==> config.mk <==
export PLATFORM = sky130hd
export DESIGN_NAME = mux8_rr_arbiter
export DESIGN_NICKNAME = d
export VERILOG_FILES = /design/src/rtl/mux8_arb_pkg.sv /design/src/rtl/rr_pick8.sv /design/src/rtl/mux8_rr_arbiter.sv
export SDC_FILE = /design/constraint.sdc
export NUM_CORES = 1
export LEC_CHECK = 0
export BUFFER_PORTS_ARGS = -buffer_cell sky130_fd_sc_hd__buf_2
export CELL_PAD_IN_SITES_DETAIL_PLACEMENT = 1
export CELL_PAD_IN_SITES_GLOBAL_PLACEMENT = 1
export CORE_MARGIN = 5
export CORE_UTILIZATION = 35
export CTS_CLUSTER_DIAMETER = 30
export CTS_CLUSTER_SIZE = 30
export DETAILED_ROUTE_END_ITERATION = 10
export PLACE_DENSITY = 0.68
export SYNTH_ARGS = -nofsm -noshare
export SYNTH_HDL_FRONTEND = slang
export SYNTH_SLANG_ARGS = --single-unit
==> constraint.sdc <==
create_clock -name clk -period 3.3 [get_ports clk]
set_input_delay 0 -clock clk [delete_from_list [all_inputs] [get_ports clk]]
set_output_delay 0 -clock clk [all_outputs]
set_load 0.005 [all_outputs]
==> src/rtl/mux8_arb_pkg.sv <==
// ============================================================================
// Module      : mux8_arb_pkg
// Description : Shared constants, FSM state type and one-hot helper for the
//               8:1 mux round-robin arbiter.
// Revision    : 1.0 - initial release
// ============================================================================
`default_nettype none

package mux8_arb_pkg;

  localparam int NREQ  = 8;
  localparam int SEL_W = 3;

  typedef enum logic [0:0] {
    IDLE = 1'b0,
    OWN  = 1'b1
  } state_t;

  // Binary index of the set bit of a one-hot (or zero) vector.
  function automatic logic [SEL_W-1:0] onehot_to_idx(input logic [NREQ-1:0] oh);
    logic [SEL_W-1:0] idx;
    idx = '0;
    for (int i = 0; i < NREQ; i++) begin
      if (oh[i]) idx = idx | SEL_W'(i);
    end
    return idx;
  endfunction

endpackage

`default_nettype wire

==> src/rtl/rr_pick8.sv <==
// ============================================================================
// Module      : rr_pick8
// Description : Combinational rotating-priority picker. Searches the unmasked
//               requests starting at start_i, wrapping modulo 8, and returns
//               the first hit as a one-hot winner.
// Revision    : 1.0 - initial release
// ============================================================================
`default_nettype none

module rr_pick8
  import mux8_arb_pkg::*;
(
  input  logic [NREQ-1:0]  req_i,
  input  logic [NREQ-1:0]  mask_i,
  input  logic [SEL_W-1:0] start_i,
  output logic [NREQ-1:0]  win_o,
  output logic             found_o
);

  logic [NREQ-1:0] w_cand;

  assign w_cand = req_i & ~mask_i;

  // Walk the eight positions from start_i upward; the 3-bit add wraps for free.
  always_comb begin : p_pick
    logic [SEL_W-1:0] idx;
    logic             hit;
    win_o = '0;
    hit   = 1'b0;
    idx   = '0;
    for (int i = 0; i < NREQ; i++) begin
      idx = start_i + SEL_W'(i);
      if (!hit && w_cand[idx]) begin
        win_o[idx] = 1'b1;
        hit        = 1'b1;
      end
    end
    found_o = hit;
  end

endmodule

`default_nettype wire

==> src/rtl/mux8_rr_arbiter.sv <==
// ============================================================================
// Module      : mux8_rr_arbiter
// Description : Round-robin arbiter driving the select inputs of a shared 8:1
//               mux. Grants are held while requested, up to HOLD_MAX cycles,
//               then preempted. Optional macro MUX8_ARB_LOCK_EN adds lock_i,
//               which freezes the tenure counter while an owner is granted.
// Revision    : 1.0 - initial release
// ============================================================================
`default_nettype none

module mux8_rr_arbiter
  import mux8_arb_pkg::*;
#(
  parameter int HOLD_MAX = 16,
  parameter int CNT_W    = 8
) (
  input  logic             clk,
  input  logic             rst_n,
  input  logic [NREQ-1:0]  req_i,
  output logic [NREQ-1:0]  grant_o,
  output logic [SEL_W-1:0] sel_o,
  output logic             sel_valid_o,
  output logic             preempt_o
`ifdef MUX8_ARB_LOCK_EN
  ,
  input  logic             lock_i
`endif
);

  state_t           state_q, state_d;
  logic [NREQ-1:0]  grant_q, grant_d;
  logic [SEL_W-1:0] sel_q, sel_d;
  logic             valid_q, valid_d;
  logic             preempt_q, preempt_d;
  logic [CNT_W-1:0] cnt_q, cnt_d;
  logic [SEL_W-1:0] last_q, last_d;

  logic             w_lock;
  logic             w_own_req;
  logic             w_timeout;
  logic             w_release;
  logic [NREQ-1:0]  w_mask;
  logic [SEL_W-1:0] w_start;
  logic [NREQ-1:0]  w_win;
  logic [SEL_W-1:0] w_win_idx;
  logic             w_found;

`ifdef MUX8_ARB_LOCK_EN
  assign w_lock = (state_q == OWN) && lock_i;
`else
  assign w_lock = 1'b0;
`endif

  // The current owner is masked so a released or timed-out owner never wins
  // back on the same edge; a lone requester re-wins from IDLE a cycle later.
  assign w_own_req = |(req_i & grant_q);
  assign w_timeout = (state_q == OWN) && w_own_req && !w_lock &&
                     (cnt_q == CNT_W'(HOLD_MAX - 1));
  assign w_release = (state_q == OWN) && (!w_own_req || w_timeout);
  assign w_mask    = (state_q == OWN) ? grant_q : '0;
  assign w_start   = last_q + SEL_W'(1);
  assign w_win_idx = onehot_to_idx(w_win);

  rr_pick8 u_pick (
    .req_i   (req_i),
    .mask_i  (w_mask),
    .start_i (w_start),
    .win_o   (w_win),
    .found_o (w_found)
  );

  // Next-state logic: grant on arrival, hold/count, release or preempt.
  always_comb begin
    state_d   = state_q;
    grant_d   = grant_q;
    sel_d     = sel_q;
    valid_d   = valid_q;
    preempt_d = 1'b0;
    cnt_d     = cnt_q;
    last_d    = last_q;
    case (state_q)
      IDLE: begin
        if (w_found) begin
          state_d = OWN;
          grant_d = w_win;
          sel_d   = w_win_idx;
          valid_d = 1'b1;
          cnt_d   = '0;
          last_d  = w_win_idx;
        end
      end
      OWN: begin
        if (!w_release) begin
          if (!w_lock) cnt_d = cnt_q + CNT_W'(1);
        end else begin
          preempt_d = w_timeout;
          if (w_found) begin
            grant_d = w_win;
            sel_d   = w_win_idx;
            valid_d = 1'b1;
            cnt_d   = '0;
            last_d  = w_win_idx;
          end else begin
            state_d = IDLE;
            grant_d = '0;
            valid_d = 1'b0;
            cnt_d   = '0;
          end
        end
      end
      default: begin
        state_d = IDLE;
        grant_d = '0;
        valid_d = 1'b0;
      end
    endcase
  end

  // State and output registers; pointer resets to 7 so requester 0 goes first.
  always_ff @(posedge clk or negedge rst_n) begin
    if (!rst_n) begin
      state_q   <= IDLE;
      grant_q   <= '0;
      sel_q     <= '0;
      valid_q   <= 1'b0;
      preempt_q <= 1'b0;
      cnt_q     <= '0;
      last_q    <= SEL_W'(NREQ - 1);
    end else begin
      state_q   <= state_d;
      grant_q   <= grant_d;
      sel_q     <= sel_d;
      valid_q   <= valid_d;
      preempt_q <= preempt_d;
      cnt_q     <= cnt_d;
      last_q    <= last_d;
    end
  end

  assign grant_o     = grant_q;
  assign sel_o       = sel_q;
  assign sel_valid_o = valid_q;
  assign preempt_o   = preempt_q;

endmodule

`default_nettype wire

Word-level counts from Yosys, hierarchy flattened
Index checks and enable logic that the tools add are counted.
{"block": "op_classes", "reduce_logical": 29, "n_lt_le_gt_ge": 16, "multipliers": 0, "n_div": 0, "bitwise": 11, "muxes": 77, "n_addsub": 9, "shift": 0, "eq_ne": 3}
{"op": "8-bit two-way mux", "count": 14}
{"op": "8-bit bitwise OR", "count": 7}
{"op": "3-bit by 4-bit less-than comparator with 1-bit output (second input constant)", "count": 8}
{"op": "8-bit case mux with 2 select lines", "count": 2}
{"op": "1-bit two-way mux", "count": 31}
{"op": "1-bit binary-select mux with 3-bit select", "count": 8}
{"op": "1-bit demux with 3-bit select", "count": 8}
{"op": "3-bit by 1-bit greater-or-equal comparator with 1-bit output (second input constant)", "count": 8}
{"op": "3-bit two-way mux", "count": 8}
{"op": "1-bit logical AND", "count": 18}
{"op": "8-bit AND", "count": 2}
{"op": "3-bit adder (second input constant)", "count": 4}
{"op": "3-bit case mux with 2 select lines", "count": 2}
{"op": "8-bit by 1-bit adder with 8-bit output (second input constant)", "count": 1}
{"op": "8-bit by 4-bit equality test with 1-bit output (second input constant)", "count": 1}
{"op": "1-bit zero test", "count": 8}
{"op": "8-bit inverter", "count": 1}
{"op": "8-bit OR reduction", "count": 1}
{"op": "3-bit by 1-bit adder with 3-bit output (second input constant)", "count": 2}
{"op": "3-bit by 2-bit adder with 3-bit output (second input constant)", "count": 2}
{"op": "2-bit two-way mux", "count": 2}
{"op": "2-bit by 1-bit inequality test with 1-bit output (second input constant)", "count": 2}
{"op": "1-bit case mux with 2 select lines", "count": 2}
{"op": "2-bit AND reduction", "count": 1}
{"op": "2 further kinds", "count": 2}
{"block": "word_totals", "input_bits": 10, "register_bits": 25, "ramBits": 0, "mem_count": 0, "mem_bits_ro": 0, "latchBits": 0, "word_cells": 152}

Logic depth before layout (Yosys ltp)
{"block": "depth", "ltp_word": 37, "mapped_depth": 16, "ltp_nobuf": 11}

Cells and area by module
From an unflattened synthesis, not the netlist that was laid out.
{"block": "hier_totals", "hier_cells": 258, "hier_area_um2": 2446.1}
{"mod": "mux8_rr_arbiter", "cells_each": 109, "n_inst": 1, "area_per_inst_um2": 1246.2}
{"mod": "rr_pick8", "cells_each": 149, "n_inst": 1, "area_per_inst_um2": 1199.9}

Worst setup path before layout
Ideal clock, no wire load.
{"block": "synth_timing", "path_kind": "flip-flop to flip-flop", "startpoint": "register last_q[0]", "endpoint": "register last_q[0]", "stages_incl_launch_ff": 14, "t_arrival_ns": 3.438, "synth_period_minus_slack_ns": 3.511, "slack_ns": -0.211, "cell_sequence": "dfstp_2 buf_6 inv_2 buf_6 clkbuf_1 ha_1 xnor2_1 mux4_2 nor3_2 o21ai_1 or4_1 nor4b_4 nand4_1 a21boi_1"}
{"block": "synth_between", "elab_chain_cells": 35}
{"item": "start: declaration", "line_no": "mux8_rr_arbiter.sv:36", "rtl": "logic [SEL_W-1:0] last_q, last_d;"}
{"item": "start signal: assignment", "line_no": "mux8_rr_arbiter.sv:128", "rtl": "last_q <= SEL_W'(NREQ - 1);"}
{"item": "start signal: assignment", "line_no": "mux8_rr_arbiter.sv:136", "rtl": "last_q <= last_d;"}
{"item": "branches (longest 32 deep; another with 3-bit by 4-bit less-than comparator with 1-bit output)"}
{"item": "3-bit two-way mux *", "line_no": "mux8_rr_arbiter.sv:83, mux8_rr_arbiter.sv:97"}
{"item": "3-bit two-way mux", "line_no": "mux8_rr_arbiter.sv:93", "rtl": "if (!w_release) begin"}
{"item": "3-bit case mux with 2 select lines *", "line_no": "mux8_rr_arbiter.sv:81", "rtl": "case (state_q)"}
Mark *: on every way between the ends. The select of a mux whose other input is x is not followed.
A chain may end at the register's enable or synchronous reset.

Final worst setup path
{"block": "layout_timing", "startpoint": "register last_q[0]", "endpoint": "register sel_q[2], in the netlist sel_o[2]"}
{"block": "layout_between", "elab_chain_cells": 32}
{"item": "3-bit by 1-bit adder with 3-bit output *", "line_no": "mux8_rr_arbiter.sv:61", "rtl": "assign w_start = last_q + SEL_W'(1);"}
{"item": "branches (longest 28 deep; another with 3-bit by 4-bit less-than comparator with 1-bit output)"}
{"item": "3-bit two-way mux *", "line_no": "mux8_rr_arbiter.sv:83, mux8_rr_arbiter.sv:97"}
{"item": "3-bit two-way mux", "line_no": "mux8_rr_arbiter.sv:93"}
{"item": "3-bit case mux with 2 select lines *", "line_no": "mux8_rr_arbiter.sv:81"}
{"item": "end signal: assignment", "line_no": "mux8_rr_arbiter.sv:132", "rtl": "sel_q <= sel_d;"}
{"item": "end: declaration", "line_no": "mux8_rr_arbiter.sv:32", "rtl": "logic [SEL_W-1:0] sel_q, sel_d;"}
Marks and branches as above.

==> impl_metrics.ini <==
[sta]
fmax_ghz = 0.3065
maxSlewViolCount = 0
min_period_ns = 3.263
fin_crit_sh = 0.9887
final.setup_skew_ns = 0.008510
worst_slew_pin_slew_ns = 0.5555
grt_setup_unrepaired = yes
relSlewSlack = 0.6297
setup_viol = 0
hold_viol_final = 0

[finish]
final-seq-area_um2 = 630.6
antenna_cells = 0
fill_cells = 840
final_nets = 368
utilization = 0.4689
syn_to_final_growth_pct = 31.36
multi_input_comb_area_mm2 = 0.002059
final_layout_size_suffix_gt1_frac = 0.3559

[clock_tree]
cts_buffers = 3
cts_tree = done
cts_root_buf = clkbuf_8
clkLatencyLatePin_ns = 0.27
clock-sinks = 25
clk_path_buf_depth = 2
clk_pin_slew_ns = 0.09
cts_max_level = 1

[logic_synthesis]
synth_cell_types = 71
netlist_area_mm2 = 0.002561
synth_nets = 312
seq_area_frac_synth = 0.2457
synth_area_leader_cell = dfrtp_1
synth_xor_area_frac = 0.02638
syn_inst = 299
yosys.area_share.simple = 0.2770
synth.area.mux_share = 0.06839
synth_area_leaders = dfrtp_1 (21%), o21ai_0 (4.7%), nand2_1 (4.5%), mux4_2 (4.4%), nor2_1 (3.8%)
synth-adder-area-share = 0.01466
synth_seq_cells = 25
synth-compound-area-share = 0.3102
synth_top_area_share = 0.2149
ys_async_sr_fraction = 1.000
synth_edf_count = 0
synth_flop_cell = dfrtp_1
syn_area_per_cell_um2 = 8.566
synth_top_family_by_area = compound AO/OA/AOI/OAI gates
yosysWarnings = 0

[grt]
grt_max_degree = 46
grt-ovfl-total = 0
grt_pass1_vias = 2734
grt_pass1_wl_um = 15360
grtUsageTotal = 0.2216
antenna_found_initial = 0

[drt]
drc = 0
wl_per_cell_um = 22.75
wl_um = 10310
vias = 2759
drt_iter0_markers = 205
dr.pass1.iters = 4
routed_via_density = 6.091
ant_nets = 0

[floorplanning]
dieArea_mm2 = 0.009129
chipWidth_um = 95.55
die_h_um = 95.55
io_pins = 23
start_util = 0.3569
rows = 31
core_mm2 = 0.007176

[run]
maxCapViolCount = 0

[worst_setup_path]
rr_worst_depth = 10
worstPathCellList = inv_2, ha_4, xnor2_4, mux4_2, buf_4, a32o_1, a22o_1, a211oi_4, nand4_1, o21a_1
cp.arrival_ns = 3.43
required_ns = 3.46
crit_fanout = 7
cp-start-kind = register
critPathKind = register to register
crit_path_max_incr_delay_ns = 0.69
slowest_stage = mux4_2
end_kind = register

[placed_design]
hpwl_um = 7671
io_buffers = 22
place_congestion = 0.9272

[worst_hold_path]
min_path_type = input port to async pin

[outcome]
status = completed
-- per-stage QoR --
| step | instances | TNS [ns] | hold slack, ns | instance area [um2] | setup slack, ns |
|---|---|---|---|---|---|
| 3_3_place_gp | 436 | -0.08221 | 0.01965 | 2969 | -0.06186 |
| 6_report | 453 | 0 | 0.2394 | 3364 | 0.03738 |
| 3_5_place_dp | 436 | -0.2050 | 0.01699 | 2969 | -0.07163 |
| 5_1_grt | 453 | -0.1821 | 0.2865 | 3364 | -0.04243 |
| 4_1_cts | 441 | 0 | 0.2546 | 3042 | 0.003305 |
| 2_1_floorplan | 299 | 0 | -0.2956 | 2594 | 0.01180 |
-- synthesized netlist by cell type, types with 4 or more instances --
library cell  count
nor2b_1           4
nand4_1          12
and3_1            5
and2_1            4
o21a_1            4
dfrtp_1          22
a2bb2oi_1         4
nor2_1           26
nand3_1          10
a22o_1            4
o21ai_0          24
nor3_1            4
mux4_2            5
nor4_1            6
o22ai_1           6
a21bo_1           5
a21oi_1           9
clkbuf_1          7
a21boi_1          5
buf_2             4
a211oi_1          5
a22oi_1           7
buf_6             7
mux2i_1           4
nand2_1          31
-- worst paths after layout --
kind / from / to / slack, ns
worst max register to register: last_q[0]$_DFFE_PN1P_ / sel_o[2]$_DFFE_PN0P_ / 0.04
worst min register to register: sel_valid_o$_DFFE_PN0P_ / sel_valid_o$_DFFE_PN0P_ / 0.49
min in group clk: req_i[6] / cnt_q[6]$_DFFE_PN0P_ / 0.40
worst min-delay path: rst_n / cnt_q[1]$_DFFE_PN0P_ / 0.24
worst max-delay path: last_q[0]$_DFFE_PN1P_ / sel_o[2]$_DFFE_PN0P_ / 0.04
max in group asynchronous: rst_n / state_q$_DFF_PN0_ / 2.65
-- cell type report --
class,instances,share of cell area
multi-input cells,252,0.6121
flip-flops and latches,25,0.1874
repair buffers,69,0.1443
well taps,99,0.03682
clock buffers,3,0.01227
inverters,4,0.005578
clock inverters,1,0.001488
-- per-layer routing --
metal	wire, um	track usage
met3	474	0.03078
met5	0	0
met4	329	0.05924
met1	4780	0.3224
met2	4722	0.3416
-- cell families after synthesis --
| group | count (synthesis) |
|---|---|
| AND/OR/NAND/NOR | 127 |
| flip-flops | 25 |
| AO/OA/AOI/OAI | 105 |
| adder cells (fa/ha/maj) | 3 |
| XOR/XNOR | 6 |
| multiplexers | 10 |
| buffers and inverters | 23 |
-- flip-flops by register name, indices dropped and copies added (netlist names) --
| name | flops |
|---|---|
| cnt_q | 8 |
| preempt_o | 1 |
| grant_o | 8 |
| last_q | 3 |
| state_q | 1 |
| sel_o | 3 |
| sel_valid_o | 1 |
-- critical path: cells and delay by family, from the launching register on --
family | cells | cell delay (ns)
flops | 1 | 0.61
buf+inv | 2 | 0.28
compound gates | 4 | 0.87
mux | 1 | 0.69
fa+ha+maj | 1 | 0.37
simple gates | 1 | 0.19
xor+xnor | 1 | 0.15
-- cells in the final DEF (no fill, tap or decap), drive strengths merged, types with 4 or more instances in the layout --
cell type  count
o21a           4
xnor2          4
o21ai         25
nand4         12
a21bo          8
buf           68
a211oi         7
a2bb2oi        4
nor4           6
a221oi         6
o22ai          6
nand2         31
a21oi          9
nand2b         4
nor2          26
and2           5
and3           5
and4           4
mux2i          5
a21boi         8
a22o           4
mux4           5
nand3         10
nor3           5
dfrtp         22
nor2b          6
a22oi          7
-- timing repair --
action | 4_1_cts | 5_1_grt
resized for setup | 3 | 36
pin swaps | 0 | 21
setup buffers | 0 | 13
hold buffers | 1 | 0
endpoints found under the setup margin | 6 | 14
endpoints found under the hold margin | 22 | 0
cloned | 0 | 1
Power is left out: the tool's default activity adds up to more than one toggle a clock period on the data nets, which glitch-free logic cannot reach.
